`src/rtl/sni_hostname_extractor_if.sv`:
```
// Stream bus for the SNI hostname extractor: record bytes in, packed hostname
// words and status pulses out. The extractor is the slave; the record source
// and the downstream matcher together form the master side.
interface sni_hostname_extractor_if;
    logic        i_data_valid;
    logic [15:0] i_data;
    logic        i_data_last;
    logic        i_data_odd;
    logic        o_match_data_valid;
    logic [15:0] o_match_data;
    logic        o_sni_last;
    logic        o_sni_odd;
    logic        o_no_sni;
    logic        o_parse_err;

    modport slave (
        input  i_data_valid,
        input  i_data,
        input  i_data_last,
        input  i_data_odd,
        output o_match_data_valid,
        output o_match_data,
        output o_sni_last,
        output o_sni_odd,
        output o_no_sni,
        output o_parse_err
    );

    modport master (
        output i_data_valid,
        output i_data,
        output i_data_last,
        output i_data_odd,
        input  o_match_data_valid,
        input  o_match_data,
        input  o_sni_last,
        input  o_sni_odd,
        input  o_no_sni,
        input  o_parse_err
    );
endinterface

```
`src/rtl/sni_hostname_extractor.sv`:
```
// SNI hostname extractor.
// Walks a TLS ClientHello arriving two bytes per cycle, finds the server_name
// extension and re-packs the hostname into 16-bit words whose first byte
// always sits in [15:8], regardless of the byte offset the name started at.
// Optional macro SNI_STRICT_CHECK_EN: enables checking of the record type,
// handshake type, SNI name type and SNI list length; a mismatch is reported
// as a parse error. Without it those bytes are skipped unchecked.
module sni_hostname_extractor #(
    parameter int         MAX_SNI_LEN = 255,
    parameter logic [7:0] PAD_BYTE    = 8'h00
) (
    input  logic                          i_clk,
    input  logic                          i_rst,
    sni_hostname_extractor_if.slave       bus
);

    typedef enum logic [3:0] {
        IDLE,
        REC_HDR,
        HS_HDR,
        FIXED,
        SID_LEN,
        CS_LEN,
        CM_LEN,
        EXT_TOT,
        EXT_TYPE,
        EXT_LEN,
        SKIP,
        SNI_LIST,
        SNI_TYPE,
        SNI_NLEN,
        SNI_NAME,
        DRAIN
    } state_t;

    // Complete parser context; one byte step maps one context to the next.
    // cnt is a byte index inside fixed fields and a remaining-byte count in
    // SKIP and SNI_NAME. fld collects multi-byte length/type fields.
    typedef struct packed {
        state_t      state;
        state_t      retState;
        logic [15:0] cnt;
        logic [15:0] fld;
        logic [15:0] budget;
        logic [15:0] listLen;
        logic        extActive;
        logic        sniExt;
        logic [7:0]  hold;
        logic        holdValid;
    } ctx_t;

    // Events a single byte step can raise.
    typedef struct packed {
        logic        word;
        logic [15:0] data;
        logic        last;
        logic        odd;
        logic        noSni;
        logic        err;
    } ev_t;

    ctx_t        ctx_q, ctx_d;
    logic        matchValid_q, matchValid_d;
    logic [15:0] matchData_q, matchData_d;
    logic        sniLast_q, sniLast_d;
    logic        sniOdd_q, sniOdd_d;
    logic        noSni_q, noSni_d;
    logic        parseErr_q, parseErr_d;
    logic        pendValid_q, pendValid_d;
    logic [15:0] pendData_q, pendData_d;
    logic        pendOdd_q, pendOdd_d;

    ctx_t c1, c2;
    ev_t  e1, e2;

    // Advance the parser by one stream byte.
    function automatic void stepByte(input ctx_t cin, input logic [7:0] b,
                                     output ctx_t cout, output ev_t ev);
        logic [15:0] wide;
        logic        enterExt;
        logic        lastByte;
        cout     = cin;
        ev       = '0;
        enterExt = 1'b0;
        if (cin.state == IDLE) begin
            cout       = '0;
            cout.state = REC_HDR;
        end
        wide     = {cout.fld[7:0], b};
        lastByte = (cout.cnt == 16'd1);
        if (cout.extActive && cout.budget != 16'd0)
            cout.budget = cout.budget - 16'd1;

        case (cout.state)
            REC_HDR: begin
`ifdef SNI_STRICT_CHECK_EN
                if (cout.cnt == 16'd0 && b != 8'h16) ev.err = 1'b1;
`endif
                if (cout.cnt == 16'd4) begin
                    cout.state = HS_HDR;
                    cout.cnt   = 16'd0;
                end else begin
                    cout.cnt = cout.cnt + 16'd1;
                end
            end
            HS_HDR: begin
`ifdef SNI_STRICT_CHECK_EN
                if (cout.cnt == 16'd0 && b != 8'h01) ev.err = 1'b1;
`endif
                if (cout.cnt == 16'd3) begin
                    cout.state = FIXED;
                    cout.cnt   = 16'd0;
                end else begin
                    cout.cnt = cout.cnt + 16'd1;
                end
            end
            FIXED: begin
                if (cout.cnt == 16'd33) begin
                    cout.state = SID_LEN;
                    cout.cnt   = 16'd0;
                end else begin
                    cout.cnt = cout.cnt + 16'd1;
                end
            end
            SID_LEN: begin
                if (b == 8'h00) begin
                    cout.state = CS_LEN;
                    cout.cnt   = 16'd0;
                end else begin
                    cout.state    = SKIP;
                    cout.cnt      = {8'h00, b};
                    cout.retState = CS_LEN;
                end
            end
            CS_LEN: begin
                if (cout.cnt == 16'd0) begin
                    cout.fld = wide;
                    cout.cnt = 16'd1;
                end else if (wide == 16'd0) begin
                    cout.state = CM_LEN;
                    cout.cnt   = 16'd0;
                end else begin
                    cout.state    = SKIP;
                    cout.cnt      = wide;
                    cout.retState = CM_LEN;
                end
            end
            CM_LEN: begin
                if (b == 8'h00) begin
                    cout.state = EXT_TOT;
                    cout.cnt   = 16'd0;
                end else begin
                    cout.state    = SKIP;
                    cout.cnt      = {8'h00, b};
                    cout.retState = EXT_TOT;
                end
            end
            EXT_TOT: begin
                if (cout.cnt == 16'd0) begin
                    cout.fld = wide;
                    cout.cnt = 16'd1;
                end else begin
                    cout.budget    = wide;
                    cout.extActive = 1'b1;
                    enterExt       = 1'b1;
                end
            end
            EXT_TYPE: begin
                if (cout.cnt == 16'd0) begin
                    cout.fld = wide;
                    cout.cnt = 16'd1;
                end else begin
                    cout.sniExt = (wide == 16'h0000);
                    cout.state  = EXT_LEN;
                    cout.cnt    = 16'd0;
                end
            end
            EXT_LEN: begin
                if (cout.cnt == 16'd0) begin
                    cout.fld = wide;
                    cout.cnt = 16'd1;
                end else if (cout.sniExt) begin
                    cout.state = SNI_LIST;
                    cout.cnt   = 16'd0;
                end else if (wide == 16'd0) begin
                    enterExt = 1'b1;
                end else begin
                    cout.state    = SKIP;
                    cout.cnt      = wide;
                    cout.retState = EXT_TYPE;
                end
            end
            SKIP: begin
                if (lastByte) begin
                    cout.cnt = 16'd0;
                    if (cout.retState == EXT_TYPE) enterExt = 1'b1;
                    else cout.state = cout.retState;
                end else begin
                    cout.cnt = cout.cnt - 16'd1;
                end
            end
            SNI_LIST: begin
                if (cout.cnt == 16'd0) begin
                    cout.fld = wide;
                    cout.cnt = 16'd1;
                end else begin
                    cout.listLen = wide;
                    cout.state   = SNI_TYPE;
                    cout.cnt     = 16'd0;
                end
            end
            SNI_TYPE: begin
`ifdef SNI_STRICT_CHECK_EN
                if (b != 8'h00) ev.err = 1'b1;
`endif
                cout.state = SNI_NLEN;
                cout.cnt   = 16'd0;
            end
            SNI_NLEN: begin
                if (cout.cnt == 16'd0) begin
                    cout.fld = wide;
                    cout.cnt = 16'd1;
                end else begin
                    if (wide == 16'd0 || wide > 16'(MAX_SNI_LEN)) ev.err = 1'b1;
`ifdef SNI_STRICT_CHECK_EN
                    if (cout.listLen != wide + 16'd3) ev.err = 1'b1;
`endif
                    cout.state     = SNI_NAME;
                    cout.cnt       = wide;
                    cout.holdValid = 1'b0;
                end
            end
            SNI_NAME: begin
                if (cout.holdValid) begin
                    ev.word        = 1'b1;
                    ev.data        = {cout.hold, b};
                    ev.last        = lastByte;
                    cout.holdValid = 1'b0;
                end else if (lastByte) begin
                    ev.word = 1'b1;
                    ev.data = {b, PAD_BYTE};
                    ev.last = 1'b1;
                    ev.odd  = 1'b1;
                end else begin
                    cout.hold      = b;
                    cout.holdValid = 1'b1;
                end
                cout.cnt = cout.cnt - 16'd1;
                if (lastByte) cout.state = DRAIN;
            end
            default: begin
            end
        endcase

        if (enterExt) begin
            cout.state = EXT_TYPE;
            cout.cnt   = 16'd0;
            if (cout.budget == 16'd0) begin
                ev.noSni   = 1'b1;
                cout.state = DRAIN;
            end
        end
        if (ev.err) cout.state = DRAIN;
    endfunction

    // Run both bytes of a beat through the parser and work out the next
    // register values. A name ending on the low byte of a beat whose high byte
    // already completed a pair yields two words; the second is parked and sent
    // the following cycle so the output never carries more than one per cycle.
    always_comb begin
        c1           = ctx_q;
        c2           = ctx_q;
        e1           = '0;
        e2           = '0;
        ctx_d        = ctx_q;
        matchValid_d = 1'b0;
        matchData_d  = matchData_q;
        sniLast_d    = 1'b0;
        sniOdd_d     = 1'b0;
        noSni_d      = 1'b0;
        parseErr_d   = 1'b0;
        pendValid_d  = 1'b0;
        pendData_d   = pendData_q;
        pendOdd_d    = pendOdd_q;

        if (pendValid_q) begin
            matchValid_d = 1'b1;
            matchData_d  = pendData_q;
            sniLast_d    = 1'b1;
            sniOdd_d     = pendOdd_q;
        end

        if (bus.i_data_valid) begin
            stepByte(ctx_q, bus.i_data[15:8], c1, e1);
            if (bus.i_data_last && bus.i_data_odd) begin
                c2 = c1;
                e2 = '0;
            end else begin
                stepByte(c1, bus.i_data[7:0], c2, e2);
            end

            ctx_d      = c2;
            noSni_d    = e1.noSni | e2.noSni;
            parseErr_d = e1.err | e2.err;

            if (e1.word) begin
                matchValid_d = 1'b1;
                matchData_d  = e1.data;
                sniLast_d    = e1.last;
                sniOdd_d     = e1.odd;
                if (e2.word) begin
                    pendValid_d = 1'b1;
                    pendData_d  = e2.data;
                    pendOdd_d   = e2.odd;
                end
            end else if (e2.word) begin
                matchValid_d = 1'b1;
                matchData_d  = e2.data;
                sniLast_d    = e2.last;
                sniOdd_d     = e2.odd;
            end

            if (bus.i_data_last) begin
                if (c2.state != DRAIN) parseErr_d = 1'b1;
                ctx_d = '0;
            end
        end
    end

    // Parser context and registered outputs.
    always_ff @(posedge i_clk) begin
        if (i_rst) begin
            ctx_q        <= '0;
            matchValid_q <= 1'b0;
            matchData_q  <= 16'h0000;
            sniLast_q    <= 1'b0;
            sniOdd_q     <= 1'b0;
            noSni_q      <= 1'b0;
            parseErr_q   <= 1'b0;
            pendValid_q  <= 1'b0;
            pendData_q   <= 16'h0000;
            pendOdd_q    <= 1'b0;
        end else begin
            ctx_q        <= ctx_d;
            matchValid_q <= matchValid_d;
            matchData_q  <= matchData_d;
            sniLast_q    <= sniLast_d;
            sniOdd_q     <= sniOdd_d;
            noSni_q      <= noSni_d;
            parseErr_q   <= parseErr_d;
            pendValid_q  <= pendValid_d;
            pendData_q   <= pendData_d;
            pendOdd_q    <= pendOdd_d;
        end
    end

    assign bus.o_match_data_valid = matchValid_q;
    assign bus.o_match_data       = matchData_q;
    assign bus.o_sni_last         = sniLast_q;
    assign bus.o_sni_odd          = sniOdd_q;
    assign bus.o_no_sni           = noSni_q;
    assign bus.o_parse_err        = parseErr_q;

endmodule

```
`src/flat_wrapper.sv`:
```
// flat-port wrapper written by rule: the top's interface ports become plain ports
module sni_hostname_extractor_flat 
#(
    parameter int         MAX_SNI_LEN = 255,
    parameter logic [7:0] PAD_BYTE    = 8'h00
)
  (i_clk, i_rst, bus_i_data_valid, bus_i_data, bus_i_data_last, bus_i_data_odd, bus_o_match_data_valid, bus_o_match_data, bus_o_sni_last, bus_o_sni_odd, bus_o_no_sni, bus_o_parse_err);
  sni_hostname_extractor_if bus_i ();
  input  logic i_clk;
  input  logic i_rst;
  input wire logic [$bits(bus_i.i_data_valid)-1:0] bus_i_data_valid;
  input wire logic [$bits(bus_i.i_data)-1:0] bus_i_data;
  input wire logic [$bits(bus_i.i_data_last)-1:0] bus_i_data_last;
  input wire logic [$bits(bus_i.i_data_odd)-1:0] bus_i_data_odd;
  output wire logic [$bits(bus_i.o_match_data_valid)-1:0] bus_o_match_data_valid;
  output wire logic [$bits(bus_i.o_match_data)-1:0] bus_o_match_data;
  output wire logic [$bits(bus_i.o_sni_last)-1:0] bus_o_sni_last;
  output wire logic [$bits(bus_i.o_sni_odd)-1:0] bus_o_sni_odd;
  output wire logic [$bits(bus_i.o_no_sni)-1:0] bus_o_no_sni;
  output wire logic [$bits(bus_i.o_parse_err)-1:0] bus_o_parse_err;
  assign bus_i.i_data_valid = bus_i_data_valid;
  assign bus_i.i_data = bus_i_data;
  assign bus_i.i_data_last = bus_i_data_last;
  assign bus_i.i_data_odd = bus_i_data_odd;
  assign bus_o_match_data_valid = bus_i.o_match_data_valid;
  assign bus_o_match_data = bus_i.o_match_data;
  assign bus_o_sni_last = bus_i.o_sni_last;
  assign bus_o_sni_odd = bus_i.o_sni_odd;
  assign bus_o_no_sni = bus_i.o_no_sni;
  assign bus_o_parse_err = bus_i.o_parse_err;
  sni_hostname_extractor #(.MAX_SNI_LEN(MAX_SNI_LEN), .PAD_BYTE(PAD_BYTE)) u_core (.i_clk(i_clk), .i_rst(i_rst), .bus(bus_i));
endmodule
```
`config.mk`:
```
export PLATFORM = sky130hd
export DESIGN_NAME = sni_hostname_extractor_flat
export DESIGN_NICKNAME = d
export VERILOG_FILES = /design/src/rtl/sni_hostname_extractor_if.sv /design/src/rtl/sni_hostname_extractor.sv /design/src/flat_wrapper.sv
export SDC_FILE = /design/constraint.sdc
export NUM_CORES = 1
export LEC_CHECK = 0
export CAP_MARGIN = 20
export CORE_AREA = 3 3 142 144
export DETAILED_ROUTE_END_ITERATION = 10
export DIE_AREA = 0 0 145 147
export PLACE_DENSITY = 0.77
export SYNTH_ARGS = -nofsm -noshare
export SYNTH_HDL_FRONTEND = slang
export SYNTH_SLANG_ARGS = --single-unit
```
`constraint.sdc`:
```
create_clock -name i_clk -period 6.1 [get_ports i_clk]
set_input_delay 1.22 -clock i_clk [delete_from_list [all_inputs] [get_ports i_clk]]
set_output_delay 1.22 -clock i_clk [all_outputs]
set_load 0.01 [all_outputs]
```
==> metrics.txt <==
maxcap violations 0; vias in the first global route about 13000; Worst Hold Class flop to flop; Synth Net Count roughly 1600; P_sw between 400 and 500 uW; share of synthesized flip-flops with an asynchronous set or reset 0; worst-path fanout max 10; Ports 42; CTS HTree Levels 3; placed cell area approximately 12000 um2; Rows 50; status complete, no violations; Iter 0 DRT Violations 2163; setup ws final between 0.1 and 0.15 ns; Root Buffer clkbuf_16; post-synth cell types between 90 and 100; busiest grt layer met2; slowest library cell on the worst path clkdlybuf4s50_1; area of the mapped netlist approximately 11000 um2; multi-input logic area slightly above 8000 um2; clock buffer depth 2; power share of the clock group 0.433; share of cells above drive strength 1 0.1721; final hold vios 0; post-route insts no fill slightly below 2000; Critical Path RT 6.38 ns; pre-CTS WS -0.1151 ns; final instance area about 13000 um2; overall routed net length around 50000 um; remaining global-route overflow 0; Max Fclk about 170 MHz; Ant. Diodes 0; clk sinks 98; Clk pin slew, worst setup/hold paths about 0.08 ns; EDFF count, synth 0; setup bufs post-CTS 0; synthesis-stage register bit count 98; hpwl dp ~37000 um; Mapped Cells ~1500; Layout Area Growth over Synthesis 18.39%; minimum clock period 5.956 ns; antenna violations before repair 0; Final #Nets 1688; Pwr Density 109.2 nW/um2; GR Util met1 0.6027; Tcrit/Tclk final 0.9764; CP Class input port to flop; Reg power frac 0.463; CP arrival around 6.2 ns; Yosys warning count 0; DRT Pass-1 Iters 6; top post-synthesis cells by count nor2_1, nand2_1, a21oi_1; CP max stage delay between 0.5 and 0.6 ns; max-slew violations 0; slew margin rel. 0.2526; Port Buffers 41; Pleak 4.835 nW; M3 GR Usage 0.1333; filler instances around 1600; cell chain of the critical path clkdlybuf4s50_1, nor4_2, buf_4, and2_1, a221o_1, or4_1, or3_1, or3_1, o211ai_1, ha_2, nand2b_4, nand4bb_1, buf_4, a41oi_1, nor3_1, nor4_1, nand4bb_1, a21oi_2, inv_1, a221oi_2; first-pass GRT wire length about 75000 um; cell taking the most area after synthesis dfxtp_1; Final Setup Violations 0; Setup Skew 0.01602 ns; fin util 0.6755; DRC viols 0; most frequent cell after synthesis nor2_1; wire per inst between 20 and 30 um; met2 GRT Util 0.6232; Chip Width about 150 um; Top FF cell, synth dfxtp_1; actual slew at the worst max-slew pin 1.116 ns; clk_lat worst skew roughly 0.37 ns; setup TNS 0 ns; largest cells by area after synthesis dfxtp_1, nor2_1, a21oi_1, nand2_1, o21ai_0; Seq/Total Area, Yosys 0.1826; Post-Syn Area per Cell approximately 7 um2; vias between 10000 and 15000; Net Sw Frac 0.2974; CTS tree done; Die Span Y about 150 um; largest net degree at the start of global routing a little over 80; cell-internal power around 1000 uW; Via density 7.249; DP Cell Count 1906; hold buffers post-CTS 0; Routed Antenna Nets 0; Comb pwr share 0.105; crit start category input port; Max VDD drop about 130 uV; die area between 20000 and 25000 um2; Critical Path End Type flop; final RePlAce weighted congestion 1.086; Storage cell area slightly below 2000 um2; RSZ-0062 raised after global routing yes; gr usage total 0.4417; Initial Util 0.5706; total CTS buffers 9; core area ~19000 um2; share of Yosys cell area claimed by the top area cell type 0.1826
cell families after synthesis:
family	share of synthesized area
AND/OR/NAND/NOR	0.3254
AO/OA/AOI/OAI	0.3382
buffers and inverters	0.06277
flip-flops	0.1826
multiplexers	0.05415
XOR/XNOR	0.02527
adder cells (fa/ha/maj)	0.01165
cells in the final DEF, fill, tap and decap left out, types with 10 or more instances in the layout:
cell / n
mux2_2: 21
or3_1: 10
a21oi_1: 124
a2bb2oi_1: 11
o211a_1: 11
dfxtp_1: 98
and3_1: 26
a211oi_1: 10
inv_1: 30
a31oi_1: 28
nand2b_1: 13
a21o_1: 14
or4_1: 14
xnor2_1: 15
a22oi_1: 44
nor3_1: 58
o31ai_1: 16
nor4_1: 25
a22o_1: 18
clkdlybuf4s50_1: 40
o211ai_1: 25
buf_4: 182
o21a_1: 12
nor2_1: 176
nand2_1: 156
nand3_1: 62
nor2b_1: 14
and2_1: 22
o22ai_1: 18
nand4_1: 23
xor2_1: 16
mux2i_1: 30
o21ai_0: 65
o21ai_1: 12
cell type report:
cell class              count  share of cell area
clock buffers               9             0.01771
clock inverters             7            0.006394
inverters                  30            0.008853
multi-input cells        1295              0.6479
flip-flops and latches     98              0.1542
well taps                 260             0.02558
repair buffers            223              0.1393
power by group through the flow:
stage / registers [mW] / clock network, mW / logic [mW]
after floorplan: 0.658 / 0 / 0.0720
after global placement: 0.658 / 0 / 0.135
after detailed placement: 0.658 / 0 / 0.135
after CTS: 0.642 / 0.605 / 0.136
after global routing: 0.643 / 0.626 / 0.147
final: 0.643 / 0.601 / 0.145
per-stage QoR:
step	power (mW)	hold WS (ns)
2_1_floorplan	0.7297	0.4239
3_3_place_gp	0.7924	0.4360
3_5_place_dp	0.7928	0.4422
4_1_cts	1.384	0.4656
5_1_grt	1.416	0.4996
6_report	1.389	0.4712
timing repair:
action / in CTS / in global routing
endpoints found under the hold margin: 0 / 0
endpoints found under the setup margin: 0 / 18
gates resized for setup: 0 / 10
final timing paths:
kind	cells past startpoint	to	startpoint	slack, ns
worst max-delay path	20	u_core.ctx_q[79]	bus_i_data[9]	0.14
worst min-delay path	1	u_core.pendData_q[6]	u_core.pendData_q[6]	0.47
worst max register to register	19	u_core.ctx_q[62]	u_core.ctx_q[81]	0.18
worst min register to register	1	u_core.pendData_q[6]	u_core.pendData_q[6]	0.47
worst max-delay path: cells and delay by family:
kind	cells	cell delay [ns]
buf+inv	4	0.98
fa+ha+maj	1	0.27
compound gates	5	1.28
simple gates	10	2.44
sequential cells by signal (all words and copies together), names as in the netlist:
register	flops
u_core.ctx_q	59
u_core.pendOdd_q	1
u_core.bus.o_parse_err	1
u_core.bus.o_no_sni	1
u_core.bus.o_sni_odd	1
u_core.bus.o_match_data_valid	1
u_core.pendValid_q	1
u_core.pendData_q	16
u_core.bus.o_match_data	16
u_core.bus.o_sni_last	1
layer usage:
metal / vias to the layer above / routed length (um)
met5: - / 0
met1: 6401 / 18790
met4: 0 / 3317
met3: 235 / 7576
li1: 6109 / -
met2: 1188 / 19570
Note: power is estimated with default switching activity, not from simulation.
